[src/rtl/copy_engine_pkg.sv]
// Shared types for the copy engine: CSR write command, completion-tracker
// FIFO entry and completion FSM states.
package copy_engine_pkg;

    localparam int unsigned ADDR_W    = 64;
    localparam int unsigned LINES_W   = 9;
    localparam int unsigned INTR_ID_W = 8;

    typedef logic [INTR_ID_W-1:0] t_cmd_intr_id;

    typedef struct packed {
        logic [7:0]        num_lines;
        t_cmd_intr_id      intr_id;
        logic              use_mem_status;
        logic [ADDR_W-1:0] mem_status_addr;
    } t_wr_cmd;

    typedef enum logic [1:0] {
        CPL_IDLE        = 2'd0,
        CPL_NOTIFY_MEM  = 2'd1,
        CPL_NOTIFY_INTR = 2'd2,
        CPL_WAIT_ACK    = 2'd3
    } t_cpl_state;

    typedef struct packed {
        logic [LINES_W-1:0] lines;
        t_cmd_intr_id       intr_id;
        logic               use_mem_status;
        logic [ADDR_W-1:0]  mem_status_addr;
    } t_cpl_entry;

    // num_lines of 0 encodes a full 256-line command
    function automatic t_cpl_entry cpl_entry_from_cmd(input t_wr_cmd c);
        t_cpl_entry e;
        e.lines           = (c.num_lines == 8'd0) ? LINES_W'(256) : LINES_W'(c.num_lines);
        e.intr_id         = c.intr_id;
        e.use_mem_status  = c.use_mem_status;
        e.mem_status_addr = c.mem_status_addr;
        return e;
    endfunction

endpackage

[src/rtl/copy_engine_cpl_fifo.sv]
// In-order FIFO of commands awaiting completion; head entry is exposed on first_o.
module copy_engine_cpl_fifo
    import copy_engine_pkg::*;
#(
    parameter int unsigned DEPTH = 16
) (
    input  logic       clk,
    input  logic       reset_n,
    input  logic       push_i,
    input  t_cpl_entry push_data_i,
    input  logic       pop_i,
    output logic       full_o,
    output logic       empty_o,
    output t_cpl_entry first_o
);

    localparam int unsigned PTR_W = (DEPTH > 1) ? $clog2(DEPTH) : 1;
    localparam logic [PTR_W:0] PTR_ONE = (PTR_W+1)'(1);

    t_cpl_entry     mem_q [DEPTH];
    logic [PTR_W:0] wr_ptr_q;
    logic [PTR_W:0] rd_ptr_q;
    logic           push_ok;
    logic           pop_ok;

    // Extra pointer MSB distinguishes full from empty
    assign empty_o = (wr_ptr_q == rd_ptr_q);
    assign full_o  = (wr_ptr_q[PTR_W] != rd_ptr_q[PTR_W]) &&
                     (wr_ptr_q[PTR_W-1:0] == rd_ptr_q[PTR_W-1:0]);
    assign first_o = mem_q[rd_ptr_q[PTR_W-1:0]];
    assign push_ok = push_i & ~full_o;
    assign pop_ok  = pop_i & ~empty_o;

    always_ff @(posedge clk) begin
        if (!reset_n) begin
            wr_ptr_q <= '0;
            rd_ptr_q <= '0;
        end else begin
            if (push_ok) wr_ptr_q <= wr_ptr_q + PTR_ONE;
            if (pop_ok)  rd_ptr_q <= rd_ptr_q + PTR_ONE;
        end
    end

    always_ff @(posedge clk) begin
        if (push_ok) mem_q[wr_ptr_q[PTR_W-1:0]] <= push_data_i;
    end

endmodule

[src/rtl/copy_engine_completion.sv]
// Tracks accepted copy commands against host line-write responses and retires them
// in order via a status write or (with COPY_ENGINE_COMPLETION_INTR_EN) an interrupt.
module copy_engine_completion
    import copy_engine_pkg::*;
#(
    parameter int unsigned MAX_OUTSTANDING_CMDS = 16
) (
    input  logic         clk,
    input  logic         reset_n,
    input  logic         cmd_valid,
    output logic         cmd_ready,
    input  t_wr_cmd      cmd,
    input  logic         wr_rsp_valid,
    output logic         status_wr_valid,
    input  logic         status_wr_ready,
    output logic [63:0]  status_wr_addr,
    output logic [63:0]  status_wr_data,
    output logic         intr_valid,
    input  logic         intr_ready,
    output t_cmd_intr_id intr_id,
    input  logic         intr_ack,
    output logic [63:0]  num_cmds_done,
    output logic         rsp_overflow_err
);

    localparam int unsigned PEND_W  = 16;
    localparam int unsigned AVAIL_W = PEND_W + 1;

    t_cpl_state        state_q, state_d;
    logic [PEND_W-1:0] rsp_pending_q, rsp_pending_d;
    logic [63:0]       num_done_q, num_done_d;
    logic              ovf_q, ovf_d;
    logic              st_valid_q, st_valid_d;
    logic [63:0]       st_addr_q, st_addr_d;
    logic [63:0]       st_data_q, st_data_d;
    logic              intr_valid_q, intr_valid_d;
    t_cmd_intr_id      intr_id_q, intr_id_d;

    logic       fifo_full, fifo_empty, fifo_pop, fifo_push;
    t_cpl_entry fifo_first;
    logic       rsp_accept, head_ready, head_use_mem;

    assign cmd_ready = reset_n & ~fifo_full;
    assign fifo_push = cmd_valid & cmd_ready;

    copy_engine_cpl_fifo #(.DEPTH(MAX_OUTSTANDING_CMDS)) u_fifo (
        .clk         (clk),
        .reset_n     (reset_n),
        .push_i      (fifo_push),
        .push_data_i (cpl_entry_from_cmd(cmd)),
        .pop_i       (fifo_pop),
        .full_o      (fifo_full),
        .empty_o     (fifo_empty),
        .first_o     (fifo_first)
    );

    // Current-cycle response is included so the notify starts one cycle after the last line
    assign rsp_accept = wr_rsp_valid & ~(fifo_empty & (rsp_pending_q == '0));
    assign head_ready = ~fifo_empty &&
                        ((AVAIL_W'(rsp_pending_q) + AVAIL_W'(rsp_accept)) >= AVAIL_W'(fifo_first.lines));

    always_comb begin
        state_d       = state_q;
        num_done_d    = num_done_q;
        ovf_d         = ovf_q;
        st_valid_d    = st_valid_q;
        st_addr_d     = st_addr_q;
        st_data_d     = st_data_q;
        intr_valid_d  = intr_valid_q;
        intr_id_d     = intr_id_q;
        fifo_pop      = 1'b0;
        if (wr_rsp_valid && !rsp_accept) ovf_d = 1'b1;
        case (state_q)
            CPL_IDLE: begin
                if (head_ready) begin
                    if (head_use_mem) begin
                        state_d    = CPL_NOTIFY_MEM;
                        st_valid_d = 1'b1;
                        st_addr_d  = fifo_first.mem_status_addr;
                        st_data_d  = num_done_q + 64'd1;
                    end else begin
                        state_d      = CPL_NOTIFY_INTR;
                        intr_valid_d = 1'b1;
                        intr_id_d    = fifo_first.intr_id;
                    end
                end
            end
            CPL_NOTIFY_MEM: begin
                if (status_wr_ready) begin
                    st_valid_d = 1'b0;
                    fifo_pop   = 1'b1;
                    state_d    = CPL_IDLE;
                end
            end
            CPL_NOTIFY_INTR: begin
                if (intr_ready) begin
                    intr_valid_d = 1'b0;
                    state_d      = CPL_WAIT_ACK;
                end
            end
            CPL_WAIT_ACK: begin
                if (intr_ack) begin
                    fifo_pop = 1'b1;
                    state_d  = CPL_IDLE;
                end
            end
            default: state_d = CPL_IDLE;
        endcase
        if (fifo_pop) num_done_d = num_done_q + 64'd1;
        rsp_pending_d = rsp_pending_q + PEND_W'(rsp_accept)
                      - (fifo_pop ? PEND_W'(fifo_first.lines) : PEND_W'(0));
    end

    always_ff @(posedge clk) begin
        if (!reset_n) begin
            state_q       <= CPL_IDLE;
            rsp_pending_q <= '0;
            num_done_q    <= '0;
            ovf_q         <= 1'b0;
            st_valid_q    <= 1'b0;
            st_addr_q     <= '0;
            st_data_q     <= '0;
            intr_valid_q  <= 1'b0;
            intr_id_q     <= '0;
        end else begin
            state_q       <= state_d;
            rsp_pending_q <= rsp_pending_d;
            num_done_q    <= num_done_d;
            ovf_q         <= ovf_d;
            st_valid_q    <= st_valid_d;
            st_addr_q     <= st_addr_d;
            st_data_q     <= st_data_d;
            intr_valid_q  <= intr_valid_d;
            intr_id_q     <= intr_id_d;
        end
    end

    assign status_wr_valid  = st_valid_q;
    assign status_wr_addr   = st_addr_q;
    assign status_wr_data   = st_data_q;
    assign num_cmds_done    = num_done_q;
    assign rsp_overflow_err = ovf_q;

`ifdef COPY_ENGINE_COMPLETION_INTR_EN
    assign head_use_mem = fifo_first.use_mem_status;
    assign intr_valid   = intr_valid_q;
    assign intr_id      = intr_id_q;
`else
    // Without the interrupt path every command completes through a status write
    assign head_use_mem = 1'b1;
    assign intr_valid   = 1'b0;
    assign intr_id      = '0;
    logic unused_intr;
    assign unused_intr = ^{intr_valid_q, intr_id_q, fifo_first.use_mem_status, fifo_first.intr_id};
`endif

endmodule

[config.mk]
export PLATFORM = sky130hd
export DESIGN_NAME = copy_engine_completion
export DESIGN_NICKNAME = d
export VERILOG_FILES = /design/src/rtl/copy_engine_pkg.sv /design/src/rtl/copy_engine_cpl_fifo.sv /design/src/rtl/copy_engine_completion.sv
export SDC_FILE = /design/constraint.sdc
export NUM_CORES = 1
export LEC_CHECK = 0
export CAP_MARGIN = 30
export CORE_AREA = 2 2 355 357
export DETAILED_ROUTE_END_ITERATION = 10
export DIE_AREA = 0 0 357 359
export PLACE_DENSITY = 0.71
export SYNTH_ARGS = -nofsm -noshare
export SYNTH_HDL_FRONTEND = slang
export SYNTH_SLANG_ARGS = --single-unit
[constraint.sdc]
create_clock -name clk -period 8 [get_ports clk]
set_input_delay 1.2 -clock clk [delete_from_list [all_inputs] [get_ports clk]]
set_output_delay 1.2 -clock clk [all_outputs]
set_load 0.01 [all_outputs]
==> results.md, run 1 <==
- Synth cell types: 60
- Initial cell density of the core: 44.7%
- WL per Instance: ~25 µm
- Leakage power total: 21.0 nW
- Commonest cells post-synth: edfxtp_1 (1168), mux4_2 (365), nand2_1 (309), dfxtp_1 (226), mux2i_1 (132)
- Post-Synth Simple-Gate Area: around 5.5%
- Fin area: roughly 0.065 mm²
- Worst EP arrival: 5.88 ns
- Hold Path Class: flop to flop
- Synth Area in XOR/XNOR: a little over 2%
- Highest routed metal layer: met5
- Post-synthesis sequential area ratio: just over 70%
- Total congestion overflow: 0
- Max Fanout on Critical Path: 18
- CTS Sinks: about 1400
- WL met3: between 9 and 10 mm
- Metal-1 WL: a little over 50 mm
- Seq cells post-synth: 1394
- NumNets Final: approximately 3500
- Main synth FF type: edfxtp_1
- First-pass GRT wire length: roughly 190 mm
- Crit. Startpoint: u_fifo.wr_ptr_q[3]$_SDFFE_PN0P_
- Count leader, synth: edfxtp_1
- Largest net degree at the start of global routing: 161
- Total Wirelength: 126 mm
- Final setup viols: 0
- Largest family of logic cells by synthesized area: multiplexers
- Hold path start: status_wr_data[9]$_SDFFE_PN0P_
- CTS tree: yes
- Area share of the largest cell type after synthesis: a little over three fifths
- Die W: around 360 µm
- Pre-CTS WS: ~2.7 ns
- Row Count: 130
- Register-to-Register Path Depth: 19
- First drt pass iteration count: 8
- Average size of a mapped cell: ~18 µm²
- R2r startpoint: u_fifo.wr_ptr_q[3]$_SDFFE_PN0P_
- Final hold vios: 0
- Status: completed
- Yosys warning total: 0
- Final min period: around 5.2 ns
- Clk buf depth: 3
- Htree depth: 4
- PD cells: approximately 250 mW/mm²
- Synth area leader: edfxtp_1
- Final core occ: a little over half
- Min Hold Slack: 0.455 ns
- Vias: 29031
- WHS Path Cells: 2
- Number of synthesized flops with an enable pin: around 1200
- Number of max-cap violations: 0
- Placed insts: 4856
- Residual DRC: 0
- GPL Wtd Cong: 0.795
- Max Slew Vio Count: 0
- Asr flop ratio synth: 0%
- Syn-to-layout area delta: 17.3%
- Worst vdd ir: approximately 0.22 mV
- Worst-margin pin slew: ~0.95 ns
- Max stage delay on crit path: 0.72 ns
- Detailed Place HPWL: 68.3 mm
- Hold_buf cts: 0
- Skew-Pair Late Insertion Delay: around 0.76 ns
- Achievable Freq: about 190 MHz
- Crit Path Category: flop to flop
- Reg clk slew, reported paths: 0.06 ns
- Clock tree root driver cell: clkbuf_16
- Quantity of gates resized following cts: 0
- Post-Syn Area: between 0.05 and 0.06 mm²
- Setup Total Neg Slack: 0 ns
- Slowest cell on crit path: nor4_1
- Mux contribution to synthesized area: between 15 and 20%
- Ports: between 200 and 300
- Worst Clk Skew: 0.0538 ns
- Cells after Synth: around 3000
- Post-route worst setup slack: about 2.8 ns
- Placement Cell Area: between 0.06 and 0.07 mm²
- Overall routing resource usage: between 10% and 20%
- CP cell instances: xor2_1, nor4_1, and2_1, and2_1, nand2b_1, inv_1, ha_1, ha_1, nand3_1, xnor2_1, ha_1, a21o_1, a211o_1, a41oi_1, o221ai_1, o21ai_4, buf_12, buf_4, mux2i_1
- Tcrit/Tclk final: ~65%
- Slew headroom: 36.3%
- Final Power: around 16 mW
- Post-CTS setup buffer count: 0
- Critical path required time: 8.68 ns
- Antenna violations before repair: 18
- Leading post-synthesis cells by cell area: edfxtp_1 (63%), mux4_2 (15%), dfxtp_1 (8.1%)
- Starting DRT DRC Count: approximately 2900
- Layout cells sized above 1: around a fifth
- Compound-Gate Fraction of Synth Area: approximately 1.2%
- Core Box Area: 0.125 mm²
- Routed vias/inst: about 5.7
- Post-DRT Antenna Nets: 0
- Startpoint Class: flop
- RSZ-0062 raised after global routing: false
- Crit-path most repeated cell: ha_1
- Port Buffer Count: ~270
- Height of the die: ~360 µm
- Fillers: 9717
- Worst Setup End Kind: flop
- Num CTS Buffers: 144
- Final Non-Filler Cells: 5129
- Met2 routed WL: roughly 63 mm
- Area of the die: between 0.1 and 0.15 mm²
- Vias in the first global route: between 20000 and 30000
- Adder-Cell Fraction of Synth Area: 1.16%
==> critical path, delay by kind of cell, from the launching register on <==
family                     cells  cell delay, ns
muxes                          1            0.22
AOI/OAI and AO/OA              5            1.24
and+or+nand+nor                5            1.48
xor gates and xnor gates       2            0.25
DFF                            1            0.60
adders and majority gates      3            0.69
buffers and inverters          3            0.65
==> flip-flops by register name (all words and copies together) (netlist names), named ones only <==
signal / count
u_fifo.mem_q: 1168
num_cmds_done: 64
status_wr_addr: 64
status_wr_data: 64
rsp_pending_q: 16
u_fifo.rd_ptr_q: 5
u_fifo.wr_ptr_q: 5
state_q: 2
rsp_overflow_err: 1
status_wr_valid: 1
==> final timing paths <==
kind / end / slack, ns
max: status_wr_addr[15]$_SDFFE_PN0P_ / 2.80
min: status_wr_data[9]$_SDFFE_PN0P_ / 0.46
max reg2reg: status_wr_addr[15]$_SDFFE_PN0P_ / 2.80
min reg2reg: status_wr_data[9]$_SDFFE_PN0P_ / 0.46
==> cells by family after synthesis <==
kind of cell	Yosys count
buf+inv	228
simple gates	652
compound gates	106
xor+xnor	131
fa+ha+maj	51
flops	1394
mux	498
other cells	1
==> where the power goes <==
group | internal (mW) | leakage [nW] | switching [mW]
clock | 3.92 | 2.36 | 2.81
sequential | 8.00 | 12.4 | 0.106
combinational | 0.683 | 6.26 | 0.798
==> layout by cell type (no fill, tap or decap), types with 28 or more instances in the layout <==
cell	count
edfxtp_1	1168
nand4_1	31
nor2_1	108
inv_1	32
xnor2_1	67
dfxtp_1	222
nor4_1	28
mux4_2	365
mux2i_1	132
ha_1	50
clkbuf_16	147
clkdlybuf4s50_1	272
buf_4	44
clkinv_2	28
xor2_1	64
clkbuf_1	32
nor3_1	40
nand2_1	309
==> routing by layer <==
layer	global-route usage (%)	vias up
li1	-	12636
met1	26.7	15085
met2	32.3	1104
met3	4.48	184
met4	4.61	22
met5	0	-
==> final cells by class <==
type | instances | area [µm²] | area share (%)
tap | 1650 | 2060 | 3.16
clock buffer | 191 | 3960 | 6.07
multi-input combinational | 1447 | 15200 | 23.3
antenna | 5 | 12.5 | 0.0192
inverter | 33 | 124 | 0.190
sequential | 1394 | 39600 | 60.7
timing repair buffer | 333 | 3410 | 5.22
clock inverter | 76 | 871 | 1.33
No activity file was read; power rests on OpenSTA's default activity.
==> inputs of run 2 (changes only) <==
==> constraint.sdc (replaced) <==
create_clock -name clk -period 4.5 [get_ports clk]
set_input_delay 0.675 -clock clk [delete_from_list [all_inputs] [get_ports clk]]
set_output_delay 0.675 -clock clk [all_outputs]
set_load 0.01 [all_outputs]
==> results.md, run 2 (synthesized netlist as in run 1, its figures left out) <==
- Skew-Pair Late Insertion Delay: 0.77 ns (about the same)
- Antenna violations before repair: 21 (+3)
- CTS Sinks: 1394 (unchanged)
- Leakage power total: 21.0 nW (+0.22%)
- Detailed Place HPWL: 68.2 mm (-0.18%)
- Worst reg2reg endpoint: rsp_pending_q[14]$_SDFF_PN0_
- Max stage delay on crit path: 0.60 ns (-0.12 ns)
- CTS tree: yes
- Area of the die: 0.128 mm² (unchanged)
- Worst Hold Endpoint: status_wr_data[30]$_SDFFE_PN0P_
- Worst Clk Skew: 0.0485 ns (-0.00530 ns)
- PD cells: 436 mW/mm² (+74%)
- Number of max-cap violations: 0 (unchanged)
- Register-to-Register Path Depth: 11 (-8)
- Hold Path Class: primary input to flop
- Routed vias/inst: 5.64 (-0.39%)
- Reg clk slew, reported paths: 0.06 ns (about the same)
- First drt pass iteration count: 6 (-2)
- Num CTS Buffers: 141 (-2.1%)
- Most used routing layer: met2
- Total congestion overflow: 0 (unchanged)
- CP cell instances: buf_12, mux4_2, mux4_2, nand2_1, ha_1, ha_1, a21o_1, or4_1, o32a_1, o21ai_0, mux2i_1
- Status: completed
- Met2 usage: 31.2% (-1.2 points)
- Worst Setup End Kind: flop
- RSZ-0062 raised after global routing: false
- Slowest cell on crit path: dfxtp_4
- Vias: 29082 (+0.18%)
- Placement Cell Area: 0.0608 mm² (+0.58%)
- Vias in the first global route: 29588 (+1.7%)
- Min Hold Slack: 0.323 ns (-0.132 ns)
- Max Fanout on Critical Path: 23 (+5)
- WL per Instance: 24.5 µm (-0.62%)
- Final min period: 4.23 ns (-0.974 ns)
- CP Buf/Inv Count: 1 (-2)
- Final Power: 28.6 mW (+75%)
- Worst-margin pin slew: 0.909 ns (-0.0436 ns)
- Slew headroom: 39.4% (+3.1 points)
- Ports: 292 (unchanged)
- Final hold vios: 0 (unchanged)
- Hold_buf cts: 0 (unchanged)
- Die W: 357 µm (unchanged)
- Achievable Freq: 236 MHz (+23%)
- Clock tree root driver cell: clkbuf_16
- Initial cell density of the core: 44.7% (unchanged)
- R2R Setup Slk: 0.27 ns (-2.53 ns)
- Startpoint Class: flop
- Pre-CTS WS: 0.0425 ns (-2.71 ns)
- Most common cell after layout, fill and taps aside: edfxtp_1
- First-pass GRT wire length: 187 mm (-0.58%)
- Fin area: 0.0656 mm² (+0.39%)
- Worst vdd ir: 0.378 mV (+74%)
- Hold path start: reset_n
- GPL Wtd Cong: 0.809 (+1.7%)
- Max FFs per register: 1168 (unchanged)
- Most frequent cells in the layout: edfxtp_1 (1168), mux4_2 (365), nand2_1 (309)
- Final setup viols: 0 (unchanged)
- Post-DRT Antenna Nets: 0 (unchanged)
- NumNets Final: 3524 (+0.92%)
- Overall routing resource usage: 19.5% (-0.18 points)
- Total Wirelength: 126 mm (about the same)
- Largest net degree at the start of global routing: 152 (-5.6%)
- Final core occ: 52.6% (+0.21 points)
- Post-route worst setup slack: 0.269 ns (-2.53 ns)
- Syn-to-layout area delta: 17.8%
- Height of the die: 359 µm (unchanged)
- Layout cells sized above 1: 20.2% (+0.38 points)
- Crit Path Category: flop to flop
- WHS Path Cells: 3 (+1)
- Cell family with most CP delay: multiplexers
- Clk buf depth: 3 (unchanged)
- Row Count: 130 (unchanged)
- Core Box Area: 0.125 mm² (unchanged)
- Critical path required time: 5.15 ns (-3.53 ns)
- Tcrit/Tclk final: 94.0% (+29 points)
- Met1 Use GR: 26.7% (+0.082 points)
- Residual DRC: 0 (unchanged)
- Starting DRT DRC Count: 2881 (-1.1%)
- Htree depth: 4 (unchanged)
- Worst EP arrival: 4.88 ns (-1.00 ns)
- Global Route met3 Usage: 4.23% (-0.25 points)
- Port Buffer Count: 273 (unchanged)
- Max Slew Vio Count: 0 (unchanged)
## run 2: cell types whose count changed in the layout (fill, tap and decap cells not counted), moves of 5 or more
cell       before  now
bufinv_16      12    5
clkbuf_1       32   41
buf_4          44   64
clkinv_1       16   22
diode_2         5   10
buf_12         13   23
clkinv_2       28   15
## run 2: what timing repair did
action,in CTS,in global routing
resized for setup,0,11
endpoints found under the setup margin,0,125
setup buffers,0,4
## run 2: final cells by class
type	instances	area, µm²
fillers	9819	59000
flip-flops and latches	1394	39600
multi-input cells	1447	15300
clock buffers	198	3940
repair buffers	368	3870
well taps	1650	2060
clock inverters	58	614
inverters	33	124
diodes	10	25.0
## run 2: how the worst max path moves through the flow
| stage | to | slack, ns | depth (start not counted) |
|---|---|---|---|
| after CTS | status_wr_data[58]$_SDFFE_PN0P_ | 0.02 | 19 |
| after detailed placement | status_wr_data[44]$_SDFFE_PN0P_ | 0.04 | 19 |
| after global placement | status_wr_data[34]$_SDFFE_PN0P_ | 0.08 | 19 |
| after floorplan | u_fifo.mem_q[7][0]$_DFFE_PP_ | -0.95 | 5 |
| final | rsp_pending_q[14]$_SDFF_PN0_ | 0.27 | 11 |
| after global routing | rsp_pending_q[14]$_SDFF_PN0_ | 0.01 | 11 |
## run 2: per-layer routing
| layer | wire length, µm | up-vias |
|---|---|---|
| li1 | - | 12716 |
| met1 | 53100 | 15059 |
| met2 | 60800 | 1090 |
| met3 | 9420 | 199 |
| met4 | 2850 | 18 |
| met5 | 115 | - |
## run 2: worst min-delay path, cell delays in order
cell	delay, ns
buf_8	0.19
nand2_1	0.11
mux2i_1	0.05
## run 2: where the power goes
group	internal [mW]	switching (mW)
logic	1.34	1.50
registers	14.2	0.150
clock network	6.46	4.92
## run 2: metrics by stage
step,setup TNS [ns],cells
after floorplan,-930.02,3069
after global placement,0,4882
after detailed placement,0,4883
after CTS,0,5139
after global routing,0,5154
final,0,5158
